<file path="config.mk">
export PLATFORM = sky130hd
export DESIGN_NAME = seg_scan_ctrl
export DESIGN_NICKNAME = d
export VERILOG_FILES = /design/src/rtl/seg_pkg.sv /design/src/rtl/seg_hex_decode.sv /design/src/rtl/seg_scan_ctrl.sv
export SDC_FILE = /design/constraint.sdc
export NUM_CORES = 1
export LEC_CHECK = 0
export CORE_UTILIZATION = 30
export DETAILED_ROUTE_END_ITERATION = 10
export GPL_TIMING_DRIVEN = 0
export SETUP_SLACK_MARGIN = 0.5
export SYNTH_ARGS = -nofsm -noshare
export SYNTH_HDL_FRONTEND = slang
export SYNTH_SLANG_ARGS = --single-unit
</file>
<file path="constraint.sdc">
create_clock -name clk -period 2.6 [get_ports clk]
set_input_delay 0.52 -clock clk [delete_from_list [all_inputs] [get_ports clk]]
set_output_delay 0.52 -clock clk [all_outputs]
set_load 0.01 [all_outputs]
</file>
<file path="src/rtl/seg_pkg.sv">
// Shared definitions for seven-segment display blocks: digit encodings,
// buffer entry layout and the hex-to-segment decode function.
package seg_pkg;

    localparam int unsigned MaxDigits = 8;
    localparam int unsigned DigIdxW   = 3;

    // Active-high segment patterns {a,b,c,d,e,f,g,dp}; dp bit is always 0 here.
    typedef enum logic [7:0] {
        SegDig0 = 8'hFC,
        SegDig1 = 8'h60,
        SegDig2 = 8'hDA,
        SegDig3 = 8'hF2,
        SegDig4 = 8'h66,
        SegDig5 = 8'hB6,
        SegDig6 = 8'hBE,
        SegDig7 = 8'hE0,
        SegDig8 = 8'hFE,
        SegDig9 = 8'hF6,
        SegDigA = 8'hEE,
        SegDigB = 8'h3E,
        SegDigC = 8'h9C,
        SegDigD = 8'h7A,
        SegDigE = 8'h9E,
        SegDigF = 8'h8E
    } seg_digit_e;

    typedef enum logic {PhBlank, PhShow} scan_phase_e;

    typedef struct packed {
        logic       en;
        logic       dp;
        logic [3:0] data;
    } seg_entry_t;

    function automatic logic [7:0] seg_hex_decode_f(input logic [3:0] nibble);
        seg_digit_e d;
        d = SegDig0;
        case (nibble)
            4'h0: d = SegDig0;
            4'h1: d = SegDig1;
            4'h2: d = SegDig2;
            4'h3: d = SegDig3;
            4'h4: d = SegDig4;
            4'h5: d = SegDig5;
            4'h6: d = SegDig6;
            4'h7: d = SegDig7;
            4'h8: d = SegDig8;
            4'h9: d = SegDig9;
            4'hA: d = SegDigA;
            4'hB: d = SegDigB;
            4'hC: d = SegDigC;
            4'hD: d = SegDigD;
            4'hE: d = SegDigE;
            4'hF: d = SegDigF;
            default: d = SegDig0;
        endcase
        return d;
    endfunction

endpackage

</file>
<file path="src/rtl/seg_hex_decode.sv">
// Combinational hex nibble to active-high seven-segment pattern.
module seg_hex_decode
    import seg_pkg::*;
(
    input  logic [3:0] nibble,
    output logic [7:0] pattern
);

    assign pattern = seg_hex_decode_f(nibble);

endmodule

</file>
<file path="src/rtl/seg_scan_ctrl.sv">
// Time-multiplexed scan controller for a common-anode multi-digit display with
// a per-digit buffer, blanking window per slot and a write port that stalls on the lit digit.
module seg_scan_ctrl
    import seg_pkg::*;
#(
    parameter int unsigned NUM_DIGITS   = 8,
    parameter int unsigned SCAN_DIV     = 50000,
    parameter int unsigned BLANK_CYCLES = 16
) (
    input  logic       clk,
    input  logic       rst_n,
    input  logic       wr_valid,
    output logic       wr_ready,
    input  logic [2:0] wr_idx,
    input  logic [3:0] wr_data,
    input  logic       wr_dp,
    input  logic       wr_en,
    output logic [7:0] o_seg,
    output logic [7:0] o_an,
    output logic       scan_tick
);

    localparam int unsigned CntW = (SCAN_DIV > 1) ? $clog2(SCAN_DIV) : 1;

    logic [CntW-1:0]    cnt_q, cnt_d;
    logic [DigIdxW-1:0] dig_q, dig_d;
    seg_entry_t         digit_buf_q [MaxDigits];
    logic [7:0]         seg_q, seg_d;
    logic [7:0]         an_q, an_d;
    logic               tick_q;

    logic        slot_end;
    logic        frame_wrap;
    logic        wr_fire;
    scan_phase_e phase;
    seg_entry_t  cur;
    logic [7:0]  pattern;

    assign slot_end   = (cnt_q == CntW'(SCAN_DIV - 1));
    assign frame_wrap = slot_end && (dig_q == DigIdxW'(NUM_DIGITS - 1));
    assign phase      = (cnt_q < CntW'(BLANK_CYCLES)) ? PhBlank : PhShow;

    // Only the digit currently lit is protected; out-of-range indices are accepted and dropped.
    assign wr_ready = !((phase == PhShow) && (wr_idx == dig_q));
    assign wr_fire  = wr_valid && wr_ready && (32'(wr_idx) < NUM_DIGITS);

    always_comb begin
        cnt_d = cnt_q + CntW'(1);
        dig_d = dig_q;
        if (slot_end) begin
            cnt_d = '0;
            dig_d = frame_wrap ? '0 : dig_q + DigIdxW'(1);
        end
    end

    assign cur = digit_buf_q[dig_q];

    seg_hex_decode u_hex_decode (
        .nibble  (cur.data),
        .pattern (pattern)
    );

    always_comb begin
        seg_d = 8'hFF;
        an_d  = 8'hFF;
        if ((phase == PhShow) && cur.en) begin
            an_d  = ~(8'b1 << dig_q);
            seg_d = ~{pattern[7:1], cur.dp};
        end
    end

    always_ff @(posedge clk or negedge rst_n) begin
        if (!rst_n) begin
            cnt_q  <= '0;
            dig_q  <= '0;
            seg_q  <= 8'hFF;
            an_q   <= 8'hFF;
            tick_q <= 1'b0;
        end else begin
            cnt_q  <= cnt_d;
            dig_q  <= dig_d;
            seg_q  <= seg_d;
            an_q   <= an_d;
            tick_q <= frame_wrap;
        end
    end

    always_ff @(posedge clk or negedge rst_n) begin
        if (!rst_n) begin
            for (int unsigned i = 0; i < MaxDigits; i++) begin
                digit_buf_q[i] <= '0;
            end
        end else if (wr_fire) begin
            digit_buf_q[wr_idx] <= '{en: wr_en, dp: wr_dp, data: wr_data};
        end
    end

    assign o_seg     = seg_q;
    assign o_an      = an_q;
    assign scan_tick = tick_q;

endmodule

</file>
==> results.cfg, run 1 <==
[clock_network]
clk_pin_slew_ns = 0.07
cts_buffer_depth = 2
cts-buffers-inserted = 9
clock_latency_ns = 0.34
cts_hold_buffers = 0
htreeDepth = 3
ctsRootBufferMaster = clkbuf_16
clkSinkCount = 84
cts_tree = yes

[floorplan]
io_pins = 30
die_h_um = 118
rows = 42
start_util_pct = 30.7
die_w_um = 118
coreArea_um2 = 13200
die-area_um2 = 14000

[logic_synthesis]
synthTopCellsByCount = 68 x dfrtp_1, 50 x mux2_2, 25 x nand2_1
syn_area_um2 = 4050
synth_area_leader_cell = dfrtp_1
seq_area_frac_synth_pct = 52.4
syn-num-nets = 339
synth.distinct_cells = 43
async_flop_share_pct = 100
yosys-top-cells-area = dfrtp_1 42%, mux2_2 14%, dfstp_2 10%
syn-mean-instance-area_um2 = 12.9
synth_top_area_share_pct = 42.0
postSynthCellCount = 314
yosysMostFrequentCell = dfrtp_1
synth_edf_count = 0
ys_dominant_reg_cell = dfrtp_1
synth-seq-cells = 84
yosysWarnings = 0

[pwr]
ir_worst_vdd_mv = 0.292
seq_power_share_pct = 44.9
internal-power_w = 0.00271
power.density_nw_per_um2 = 683
comb_power_share_pct = 22.7
p_leak_nw = 2.26
power.share.clock_pct = 32.4
power_switching_share_pct = 26.3
finalPower_w = 0.00367
p_switching_w = 0.000965

[outcome]
status = complete, no violations

[drt]
routed_wl_mm = 8.75
route.vias.total = 2652
met1_length_mm = 3.98
ant_nets = 0
wl_per_cell_um = 15.5
drt_iter0_drc = 90
route.met2.wl_mm = 4.43
viasPerCell = 4.71
routed-wl-met3_um = 256
dr.pass1.iters = 4
top_layer_used = met4
drc = 0

[worst_setup_path]
critPathLaunch = dig_q[0]
crit_path_end_kind = register
reg2reg_from = dig_q[0]
critical_path_required_ns = 2.87
critical_path_class = reg -> reg
cp-start-kind = register
worstPathArrival_ns = 2.48
r2r_setup_slack_ns = 0.39
cp_max_fo = 7

[sta]
finalSetupViolations = 0
finClkSkew_ns = 0.00703
max_slew.worst_pin.slew_ns = 0.510
hold_viol_final = 0
rsz0062_at_grt = true
relSlewSlack_pct = 66.0
fin_crit_ns = 2.21
timing.fmax_mhz = 452
hold_ws_ns = 0.166
period_share_pct = 85.0
final_max_slew_viol_count = 0

[global_route]
grtUsageTotal_pct = 13.2
antenna_found_initial = 0
grt_pass1_vias = 2742
overflow = 0
grt_pass1_wl_mm = 14.0
grt_max_degree = 46

[layout]
n_fill_cell = 1242
fin_nets = 407
area_delta_synth_final_pct = 32.7
n_antenna_cell = 0
drive_above_1_share_pct = 44.7

[flow_run]
cap_violations = 0

[placed_design]
io_buffer_count = 27
dp_hpwl_mm = 5.61
place_congestion = 0.771

[hold_path]
hold_class = in -> async
==> power by group through the flow <==
stage          registers, W  clock network (W)  logic, W
2_1_floorplan       0.00167                  0  0.000422
3_3_place_gp        0.00166                  0  0.000644
3_5_place_dp        0.00167                  0  0.000665
4_1_cts             0.00165            0.00123  0.000718
5_1_grt             0.00167            0.00128  0.000906
6_report            0.00165            0.00119  0.000832
==> logic make-up after synthesis <==
logic type,count (synthesis),synth area share (%)
compound gates,20,3.89
xor+xnor,17,3.67
fa+ha+maj,13,4.01
buf+inv,21,2.44
flops,84,52.4
mux,70,21.9
simple gates,89,11.7
==> registers in the layout, summed over array words and instances, names as in the netlist <==
| signal | cells |
|---|---|
| cnt_q | 16 |
| dig_q | 3 |
| digit_buf_q | 48 |
| o_an | 8 |
| o_seg | 8 |
| scan_tick | 1 |
==> layer usage <==
layer,global-route usage (%),vias up
met4,4.33,0
met1,15.9,1351
li1,-,1251
met5,0,-
met3,3.52,7
met2,22.6,43
==> timing repair <==
action                     CTS  global route
setup buffers               19            10
gates resized for setup     35            45
setup endpoints to repair   56            35
pin swaps                    9            11
==> per-stage QoR <==
stage          TNS, ns  cell area [µm²]  util (%)  worst slack (ns)  instances
2_1_floorplan        0             4080         -             0.521        314
6_report             0             5380      40.8             0.390        563
4_1_cts              0             5110      38.7             0.415        553
5_1_grt              0             5380      40.8             0.285        563
3_3_place_gp   -138.03             4570      34.6             -1.83        517
3_5_place_dp   -0.0735             4580      34.8           -0.0735        518
==> area by class of cell <==
cell class / count / area, µm² / area share, %
Multi-Input combinational cell: 209 / 2070 / 38.5
Timing Repair Buffer: 57 / 532 / 9.89
Inverter: 11 / 46.3 / 0.861
Clock inverter: 5 / 35.0 / 0.651
Sequential cell: 84 / 2120 / 39.5
Buffer: 10 / 109 / 2.02
Tap cell: 176 / 220 / 4.09
Clock buffer: 11 / 243 / 4.51
==> path summary, 6_finish.rpt <==
path | to | cells past startpoint
worst max-delay path | o_seg[4] | 10
worst min-delay path | cnt_q[0] | 1
worst max register to register | o_seg[4] | 10
worst min register to register | cnt_q[0] | 1
max in group asynchronous | o_seg[3] | 2
min in group clk | cnt_q[0] | 1
==> cells in the final DEF (no fill, tap or decap), drive strengths merged, types with 3 or more instances in the layout <==
| master | instances |
|---|---|
| nor3 | 9 |
| xnor2 | 12 |
| xor2 | 5 |
| ha | 13 |
| o211ai | 3 |
| mux4 | 10 |
| nand2 | 25 |
| nand3 | 13 |
| clkinvlp | 3 |
| clkbuf | 12 |
| a21oi | 4 |
| buf | 41 |
| nor2b | 3 |
| dfstp | 16 |
| inv | 12 |
| dfrtp | 68 |
| mux2 | 50 |
| clkdlybuf4s50 | 24 |
| mux2i | 10 |
| nor4 | 5 |
| o221ai | 3 |
| nor2 | 19 |
==> worst max-delay path: stages (launching register included) <==
cell and delay (ns):
dfrtp_1 0.37, buf_6 0.16, buf_12 0.13, mux4_2 0.53, mux2i_4 0.32, inv_2 0.10
ha_2 0.19, inv_2 0.05, nor3_1 0.05, a211oi_1 0.17, o21ai_1 0.08
Power figures use the tool's default switching activity.
==> run 2, diff against run 1 <==
- ABC_CLOCK_PERIOD_IN_PS: not set -> 2600
==> results of run 2 <==
Same layout as run 1: the final DEF is identical, and so are final timing and power.
==> run 3, diff against run 2 <==
- SYNTH_HIERARCHICAL: not set -> 1
==> run 3 against run 2 <==
Global-route usage increased by 0.34 points. Final area is 3.4% higher. Clock power rose by 9%. Combinational power increased by 7.5%. Flip-flop and latch count did not move. Highest routed layer unchanged.
==> results.cfg, run 3 <==
[drt]
dr.pass1.iters = 4
ant_nets = 0
drt_iter0_drc = 149
wl_per_cell_um = 16.2
routed_wl_mm = 9.13
route.vias.total = 2743
drc = 0
viasPerCell = 4.85

[global_route]
grt_max_degree = 50
grtUsageTotal_pct = 13.5
grt_pass1_vias = 2862
grt_pass1_wl_mm = 14.7
antenna_found_initial = 0
overflow = 0

[logic_synthesis]
syn-mean-instance-area_um2 = 13.0
syn-num-nets = 339
postSynthCellCount = 313
yosysWarnings = 6
syn_area_um2 = 4080

[clock_network]
clock_latency_ns = 0.35
clk_pin_slew_ns = 0.06
ctsRootBufferMaster = clkbuf_16
cts_buffer_depth = 2
clkSinkCount = 84
htreeDepth = 3
cts-buffers-inserted = 9
cts_tree = yes

[layout]
area_delta_synth_final_pct = 36.3
largest_register_ffs = 48
regMostFlops = digit_buf_q
final_util_pct = 42.0
reg_top3 = digit_buf_q: 48 flops, cnt_q: 16 flops
n_antenna_cell = 0
drive_above_1_share_pct = 45.0
layout.cells.non_filler = 565
fin_nets = 410
final_common_cell = dfrtp_1
finalInstanceArea_um2 = 5560
layout_common_cells = 66 x dfrtp_1, 27 x mux2_4, 25 x mux2_2

[sta]
timing.fmax_mhz = 456
rsz0062_at_grt = true
final_max_slew_viol_count = 0
relSlewSlack_pct = 68.2
max_slew.worst_pin.slew_ns = 0.478
finClkSkew_ns = 0.00800
setup_slack_ns = 0.405
fin_crit_ns = 2.20
hold_viol_final = 0
finalSetupViolations = 0
period_share_pct = 84.4

[worst_setup_path]
critPathLaunch = wr_idx[1]
worstPathArrival_ns = 1.68
cp_max_fo = 6
cp-start-kind = primary input
rr_endpoint = o_seg[4]
critical_path_class = in -> out
r2r_setup_slack_ns = 0.42
crit_end = wr_ready
critical_path_required_ns = 2.08
crit_path_end_kind = output pin
reg2reg_from = dig_q[0]
rr_worst_depth = 9

[pwr]
p_leak_nw = 2.34
power.density_nw_per_um2 = 692
ir_worst_vdd_mv = 0.355
finalPower_w = 0.00385

[flow_run]
cap_violations = 0

[placed_design]
placed_area_um2 = 4640
io_buffer_count = 29
place_congestion = 0.773
dp.cells = 519
dp_hpwl_mm = 5.67
preCtsSetupSlack_ns = -0.283

[floorplan]
die_w_um = 119
rows = 42
die_h_um = 119
die-area_um2 = 14100
coreArea_um2 = 13200
io_pins = 30
start_util_pct = 30.8

[outcome]
status = complete, no violations

[hold_path]
hold_class = in -> async
-- run 3: per-stage QoR --
step,TNS [ns],hold slack (ns)
2_1_floorplan,0,0.224
3_3_place_gp,-148.53,0.445
3_5_place_dp,-8.06,0.452
4_1_cts,0,0.153
5_1_grt,0,0.170
6_report,0,0.141
-- run 3: worst min-delay path by stage --
stage	startpoint	to	slack, ns	depth (start not counted)
detailed placement	cnt_q[0]	cnt_q[0]	0.45	1
floorplan	rst_n	cnt_q[0]	0.22	0
global placement	cnt_q[0]	cnt_q[0]	0.45	1
finish	rst_n	dig_q[2]	0.14	1
global route	rst_n	dig_q[0]	0.17	1
CTS	rst_n	dig_q[2]	0.15	1
-- run 3: worst max-delay path, cell delays in order --
cell and delay, ns:
dlygate4sd2_1 0.40, xnor2_1 0.20, and3_1 0.20, buf_6 0.17, nand2_4 0.07, buf_6 0.12
-- run 3: final cells by class --
cell class	instances	area, µm²
clock buffers	9	225
multi-input cells	208	2120
plain buffers	11	114
well taps	176	220
fillers	1224	7680
flip-flops and latches	84	2120
repair buffers	60	628
clock inverters	7	76.3
inverters	10	48.8
-- run 3: routing by layer --
layer  track usage (%)  share of wire (%)  vias up
met1              17.1                 46     1399
met2              22.3                 49       68
met3              3.23                3.5       13
met4              5.06                1.9        0
li1                  -                  -     1263
met5                 0                  0        -
-- run 3: where the power goes --
| group | switching [W] | internal [W] | total [W] | leakage [nW] |
|---|---|---|---|---|
| clock | 0.000551 | 0.000750 | 0.00130 | 0.147 |
| combinational | 0.000353 | 0.000541 | 0.000894 | 1.19 |
| sequential | 0.0000981 | 0.00155 | 0.00165 | 1.01 |
| total | 0.00100 | 0.00285 | 0.00385 | 2.34 |
-- run 3: timing repair --
item	CTS	global route
hold buffers	0	0
setup endpoints to repair	66	49
gates resized for setup	32	58
setup buffers	22	8
pin swaps	14	14
